## config.mk

```make
export PLATFORM = sky130hd
export DESIGN_NAME = hamming_reg_ctrl
export DESIGN_NICKNAME = d
export VERILOG_FILES = /design/src/rtl/hamming_reg_pkg.sv /design/src/rtl/hamming_fault_counter.sv /design/src/rtl/hamming_reg_ctrl.sv
export SDC_FILE = /design/constraint.sdc
export NUM_CORES = 1
export LEC_CHECK = 0
export ABC_CLOCK_PERIOD_IN_PS = 3900
export BUFFER_PORTS_ARGS = -buffer_cell sky130_fd_sc_hd__buf_4
export CORE_ASPECT_RATIO = 1.2
export CORE_UTILIZATION = 40
export CTS_BUF_LIST = sky130_fd_sc_hd__clkbuf_8
export CTS_CLUSTER_DIAMETER = 100
export DETAILED_ROUTE_END_ITERATION = 6
export PLACE_DENSITY_LB_ADDON = 0.3
export SLEW_MARGIN = 20
export SYNTH_ARGS = -nofsm -noshare
export SYNTH_HDL_FRONTEND = slang
export SYNTH_HIERARCHICAL = 1
export SYNTH_SLANG_ARGS = --single-unit
```

## constraint.sdc

```tcl
create_clock -name clk -period 3.9 [get_ports clk]
set_clock_uncertainty 0.1 [all_clocks]
set_input_delay 0.585 -clock clk [delete_from_list [all_inputs] [get_ports clk]]
set_output_delay 0.585 -clock clk [all_outputs]
set_load 0.02 [all_outputs]
```

## src/rtl/hamming_reg_pkg.sv

```systemverilog
// Shared types and constants for the Hamming-protected shift register sequencer.
package hamming_reg_pkg;

    typedef enum logic [1:0] {
        OP_LOAD      = 2'b00,
        OP_SHIFT_OUT = 2'b01,
        OP_SHIFT_IN  = 2'b10,
        OP_READ      = 2'b11
    } op_e;

    typedef enum logic [2:0] {
        IDLE,
        PRE,
        SHIFT,
        LOAD,
        DONE
    } state_e;

    localparam logic [1:0] MODE_SISO_R = 2'b00;
    localparam logic [1:0] MODE_SISO_L = 2'b01;
    localparam logic [1:0] MODE_PISO   = 2'b10;
    localparam logic [1:0] MODE_PIPO   = 2'b11;

endpackage

```

## src/rtl/hamming_fault_counter.sv

```systemverilog
// Saturating count of corrected register faults with a synchronous clear and
// a threshold alarm.
module hamming_fault_counter #(
    parameter int CNT_W    = 8,
    parameter int ALARM_TH = 16
) (
    input  logic             clk,
    input  logic             rst,
    input  logic             inc,
    input  logic             clr,
    output logic [CNT_W-1:0] count,
    output logic             alarm
);

    localparam logic [CNT_W-1:0] TH = CNT_W'(ALARM_TH);

    // Clear takes priority so a fault in the same cycle is discarded.
    always_ff @(posedge clk or negedge rst) begin
        if (!rst) begin
            count <= '0;
        end else if (clr) begin
            count <= '0;
        end else if (inc && (count != '1)) begin
            count <= count + 1'b1;
        end
    end

    assign alarm = (count >= TH);

endmodule

```

## src/rtl/hamming_reg_ctrl.sv

```systemverilog
// Command sequencer for one Hamming-protected shift register: runs word-level
// ops, inserts a correction cycle before data is used and tallies faults.
module hamming_reg_ctrl #(
    parameter int WIDTH    = 4,
    parameter int CNT_W    = 8,
    parameter int ALARM_TH = 16
) (
    input  logic             clk,
    input  logic             rst,
    input  logic             cmd_valid,
    output logic             cmd_ready,
    input  logic [1:0]       cmd_op,
    input  logic [WIDTH-1:0] cmd_data,
    output logic             rsp_valid,
    output logic [WIDTH-1:0] rsp_data,
    output logic             reg_enable,
    output logic [1:0]       reg_mode,
    output logic             reg_load,
    output logic             reg_serial_in,
    output logic [WIDTH-1:0] reg_parallel_in,
    input  logic             reg_serial_out,
    input  logic [WIDTH-1:0] reg_parallel_out,
    input  logic             reg_fault,
    input  logic             err_clr,
    output logic [CNT_W-1:0] err_count,
    output logic             alarm
);

    import hamming_reg_pkg::*;

    localparam int CW = (WIDTH > 1) ? $clog2(WIDTH) : 1;
    localparam logic [CW-1:0] LAST_BIT = CW'(WIDTH - 1);

    state_e           state;
    state_e           state_nxt;
    op_e              op_q;
    logic [WIDTH-1:0] word_q;
    logic [CW-1:0]    bit_cnt;
    logic             accept;
    logic             last_bit;

    // Ready is held low while reset is asserted so nothing is accepted then.
    assign cmd_ready = rst && (state == IDLE);
    assign accept    = cmd_valid && cmd_ready;
    assign last_bit  = (bit_cnt == LAST_BIT);

    always_ff @(posedge clk or negedge rst) begin
        if (!rst) begin
            state <= IDLE;
        end else begin
            state <= state_nxt;
        end
    end

    always_ff @(posedge clk or negedge rst) begin
        if (!rst) begin
            op_q     <= OP_LOAD;
            word_q   <= '0;
            bit_cnt  <= '0;
            rsp_data <= '0;
        end else begin
            if (accept) begin
                op_q   <= op_e'(cmd_op);
                word_q <= cmd_data;
            end
            case (state)
                PRE: begin
                    bit_cnt <= '0;
                    if (op_q == OP_READ) begin
                        rsp_data <= reg_parallel_out;
                    end
                end
                LOAD: begin
                    rsp_data <= word_q;
                end
                SHIFT: begin
                    bit_cnt <= last_bit ? '0 : bit_cnt + 1'b1;
                    // Rotated-out bits arrive LSB first.
                    if (op_q == OP_SHIFT_OUT) begin
                        rsp_data[bit_cnt] <= reg_serial_out;
                    end else begin
                        rsp_data <= word_q;
                    end
                end
                default: ;
            endcase
        end
    end

    always_comb begin
        state_nxt       = state;
        reg_enable      = 1'b0;
        reg_mode        = MODE_PIPO;
        reg_load        = 1'b0;
        reg_serial_in   = 1'b0;
        reg_parallel_in = '0;
        rsp_valid       = 1'b0;
        case (state)
            IDLE: begin
                if (accept) begin
                    state_nxt = (op_e'(cmd_op) == OP_LOAD) ? LOAD : PRE;
                end
            end
            PRE: begin
                state_nxt = (op_q == OP_READ) ? DONE : SHIFT;
            end
            LOAD: begin
                reg_enable      = 1'b1;
                reg_load        = 1'b1;
                reg_parallel_in = word_q;
                state_nxt       = DONE;
            end
            SHIFT: begin
                reg_enable    = 1'b1;
                reg_mode      = MODE_SISO_R;
                // Feeding serial_out back in keeps the stored word intact.
                reg_serial_in = (op_q == OP_SHIFT_OUT) ? reg_serial_out : word_q[bit_cnt];
                if (last_bit) begin
                    state_nxt = DONE;
                end
            end
            DONE: begin
                rsp_valid = 1'b1;
                state_nxt = IDLE;
            end
            default: begin
                state_nxt = IDLE;
            end
        endcase
    end

    hamming_fault_counter #(
        .CNT_W    (CNT_W),
        .ALARM_TH (ALARM_TH)
    ) u_fault_counter (
        .clk   (clk),
        .rst   (rst),
        .inc   (!reg_enable && reg_fault),
        .clr   (err_clr),
        .count (err_count),
        .alarm (alarm)
    );

endmodule

```

; ---- Word-level counts from Yosys, hierarchy flattened
; Cells that the tools add are included.
[totals]
output_inout_bits = 24
word_cells = 60
reg_bits = 23
[classes]
n_mux = 24
eq_ne = 11
reduce_logical = 14
addsub = 2
magnitude_cmp = 3
[op_table]
columns = operator, count
row1 = 2-to-1 mux 8 bit, 2
row2 = 2-to-1 mux 4 bit, 3
row3 = one-hot mux 3 bit (4 select lines), 1
row4 = one-hot mux 4 bit (3 select lines), 1
row5 = 2-to-1 mux 3 bit, 3
row6 = adder 8 x 1 -> 8 bit (second input constant), 1
row7 = greater-or-equal comparator 8 x 5 -> 1 bit (second input constant), 1
row8 = != test 8 bit (second input constant), 1
row9 = 2-to-1 mux 1 bit, 7
row10 = equality test 3 x 2 -> 1 bit (second input constant), 2
row11 = 2-to-1 mux 2 bit, 3
row12 = != test 2 bit (second input constant), 3
row13 = logical AND 1 bit, 5
row14 = bitwise mux 4 bit, 1
row15 = equality test 2 bit (second input constant), 2
row16 = one-hot mux 2 bit (2 select lines), 1
row17 = AND reduction 2 bit, 2
row18 = nonzero test 2 bit, 2
row19 = equality test 3 x 1 -> 1 bit (second input constant), 1
row20 = equality test 3 bit (second input constant), 1
row21 = zero test 3 bit, 1
row22 = < comparator 2 x 3 -> 1 bit (second input constant), 1
row23 = nonzero test 3 bit, 1
row24 = adder 2 x 1 -> 2 bit (second input constant), 1
row25 = other kinds (7), 7

; ---- Depth between registers and ports, before layout
[depth]
depth_word = 8
depth_mapped = 6
ltp_nobuf = 6

; ---- Modules after synthesis
; The synthesis kept the hierarchy.
[by_module_without_submodules]
columns = module, cells_per_inst, n_inst, area_per_inst_um2
row1 = hamming_reg_ctrl, 93, 1, 955.9
row2 = hamming_fault_counter, 51, 1, 529.3

; ---- Worst setup path before layout
; OpenSTA, ideal clock, no wires.
[synth_timing]
kind = reg-to-output
from = reg state[2]
to = out reg_serial_in
path_slack_ns = 1.863
t_arrival_ns = 1.352
required_ns = 3.215
stages_incl_launch_ff = 5
cell_sequence = dfrtp_1 nand2b_4 nor2_1 inv_1 nor2_1
[synth_between]
elab_chain_len = 2
[synth_rtl]
columns = item, line
row1 = start: declaration, hamming_reg_ctrl.sv:34  ; state_e state;
row2 = start signal: assignment, hamming_reg_ctrl.sv:51  ; state <= state_nxt;
row3 = equality test 3 x 2 -> 1 bit, hamming_reg_ctrl.sv:98  ; case (state)
row4 = 2-to-1 mux 1 bit, hamming_reg_ctrl.sv:98
row5 = end: declaration, hamming_reg_ctrl.sv:19  ; output logic reg_serial_in,
; Every way passes these cells.

; ---- Worst setup path in the final report
[layout_timing]
from = reg op_q[1]
to = out reg_serial_in
[layout_between]
elab_chain_len = 3
[layout_rtl]
columns = item, line
row1 = start: declaration, hamming_reg_ctrl.sv:36  ; op_e op_q;
row2 = start signal: assignment, hamming_reg_ctrl.sv:63  ; op_q <= op_e'(cmd_op);
row3 = equality test 2 x 1 -> 1 bit, hamming_reg_ctrl.sv:117  ; reg_serial_in = (op_q == OP_SHIFT_OUT) ? reg_serial_out : word_q[bit_cnt];
row4 = 2-to-1 mux 1 bit, hamming_reg_ctrl.sv:117
row5 = 2-to-1 mux 1 bit, hamming_reg_ctrl.sv:98
; Every way passes these cells.

==> flow_summary.yaml <==
outcome:
  status: "finished with violations"
  violations: "design-rule violations"
cells_and_area:
  drive_gt1_frac: 0.3425
  design_area_mm2: 0.001822
  areaGrowthSynthToFinish_pct: 22.66
  multi_input_area_um2: 827.0
  final_util: 0.5275
  fillerInstances: 325
  nets: 204
  regArea_um2: 575.6
  antenna_cells: 0
  fin_cells: 218
logic_synthesis:
  synth_edf_count: 0
  yosys-top-cells-count: "dfrtp_1 (23), nor2_1 (14), mux2_4 (10)"
  yosysWarningCount: 6
  yosysSeqAreaShare: 0.3875
  yosys-top-cells-area: "dfrtp_1 (39%), mux2_4 (10%), ha_1 (5.1%)"
  synth_cell_type_count: 40
  async_reset_ff_frac: 1.000
  syn-cell-area_mm2: 0.001485
  synth_area_per_cell_um2: 10.31
  synth.most_common_cell: "dfrtp_1"
  yosysTopAreaCellShare: 0.3875
  ys_ff_latch: 23
  synth_nets: 166
  syn_inst: 144
  synth_top_area_cell: "dfrtp_1"
  synth_flop_cell: "dfrtp_1"
clock_tree:
  insertion_delay_ps: 260
  cts_buffers: 3
  htreeDepth: 1
  cts_buffer_depth: 2
  postCtsHoldBufs: 0
  path_clk_slew_ps: 80
  root_buffer: "clkbuf_8"
  cts_setup_buffers: 0
  clock-sinks: 23
  tritoncts: "yes"
  cts-resized-gates: 0
placement:
  dp_slack_ps: 1892
  hpwl_um: 2572
  dp_cells: 214
  io_buffer_count: 39
  post_dp_cell_area_mm2: 0.001775
  gp_congestion: 0.8921
routing:
  vias_per_cell: 5.656
  wl_per_cell_um: 15.51
  ant_nets: 0
  route.detailed.drc: 4
  drtIter0Drc: 57
  vias: 1233
  dr.pass1.iters: 6
  wirelength_um: 3382
grt:
  grt_pass1_vias: 1166
  grt_max_degree: 26
  grt-ovfl-total: 0
  grt_util_all_layers: 0.1805
  antenna_found_initial: 0
  grt_pass1_wl_um: 5430
sta:
  drv_slew: 0
  fin_ws_ps: 1602
  tightest_slew_ps: 594.5
  layout_min_cycle_time_ps: 2298
  final_min_period_over_clock_period: 0.5894
  maxSlewHeadroom: 0.6029
  hold_ws_ps: 103.6
  hold_viol: 0
  setup_viol_count_final: 0
  rsz0062_at_grt: "no"
  tns_ps: 0
  timing.fmax_mhz: 435.1
critical_path:
  max_stage_delay_ps: 490
  worstSetupEndpointType: "primary output"
  worst_path_max_delay_cell: "nor2b_1"
  required_ps: 3210
  cp_max_fo: 9
  start_kind: "register"
  path_buf_inv: 1
  path_cells: "nor2b_1, mux2i_1, nor2_1, buf_4"
  critPathKind: "register to primary output"
  crit_family: "simple AND/OR/NAND/NOR gates"
  cp.arrival_ps: 1610
floorplanning:
  core_mm2: 0.003453
  ioPinCount: 40
  die_h_um: 68.75
  die-area_mm2: 0.003962
  start_util: 0.4301
  fp.dieW_um: 57.63
  std_cell_rows: 23
pwr:
  leakage_nw: 0.8694
  power_density_mw_per_mm2: 606.5
  vdd_drop_max_mv: 0.1878
  total_power_mw: 1.105
hold_path:
  worst_hold_path_type: "input pin to asynchronous set/reset pin"
run:
  maxCapViolCount: 0
[worst paths after layout]
path / from / to / slack [ps] / cells past startpoint
setup / recovery: op_q[1]$_DFFE_PN0P_ / reg_serial_in / 1600 / 4
min in group clk: cmd_data[2] / word_q[2]$_DFFE_PN0P_ / 450 / 2
hold / removal: rst / bit_cnt[0]$_DFFE_PN0P_ / 100 / 1
hold reg to reg: op_q[0]$_DFFE_PN0P_ / op_q[0]$_DFFE_PN0P_ / 450 / 1
setup reg to reg: state[2]$_DFFE_PN0P_ / u_fault_counter/count[5]$_DFFE_PN0P_ / 1950 / 5
max in group asynchronous: rst / u_fault_counter/count[1]$_DFFE_PN0P_ / 3360 / 1
[where the power goes]
group | internal (mW) | switching (mW)
Combinational | 0.262 | 0.274
Clock | 0.0712 | 0.0755
Sequential | 0.315 | 0.107
[cell type report]
type | count | area share
clock inverters | 1 | 0.002747
well taps | 37 | 0.02541
flip-flops and latches | 23 | 0.3159
multi-input cells | 106 | 0.4540
inverters | 9 | 0.01854
repair buffers | 39 | 0.1607
clock buffers | 3 | 0.02266
[routing by layer]
metal / vias up / GRT usage / part of all wire
met2: 41 / 0.3459 / 0.51
met5: - / 0 / 0
met4: 0 / 0.03659 / 0.0041
met1: 598 / 0.2096 / 0.43
met3: 2 / 0.03358 / 0.051
li1: 592 / - / -
[flip-flops by register name (all words and copies together) (netlist names)]
signal	flops
rsp_data	4
u_fault_counter/count	8
state	3
word_q	4
op_q	2
bit_cnt	2
[kinds of logic (layout without fill, tap and decap cells)]
group           count (synthesis)  count (layout)  share of synthesized area
mux                            17              17                     0.1567
compound gates                 32              32                     0.1533
flops                          23              23                     0.3875
fa+ha+maj                       6               6                    0.05055
buf+inv                        15              52                    0.05560
simple gates                   51              51                     0.1963
[worst reg2reg max path: cells and delay by family (launching register included)]
family / cells / cell delay, ps
AO/OA/AOI/OAI: 1 / 270
flip-flops: 1 / 500
multiplexers: 1 / 320
AND/OR/NAND/NOR: 3 / 640
[cells in the final DEF (no fill, tap or decap), drive strengths merged, types with 3 or more instances in the layout]
cell type / synthesis / layout
a21oi: 5 / 5
nor3: 3 / 3
and3: 4 / 4
nor2: 15 / 15
inv: 9 / 9
dfrtp: 23 / 23
ha: 6 / 6
mux2: 10 / 10
nand2b: 3 / 3
buf: 5 / 39
a31oi: 6 / 6
nand2: 9 / 9
o211ai: 5 / 5
nor2b: 4 / 4
a22oi: 5 / 5
o21ai: 4 / 4
and2: 5 / 5
clkbuf: 1 / 3
mux2i: 6 / 6
Note: power is estimated with default switching activity, not from simulation.
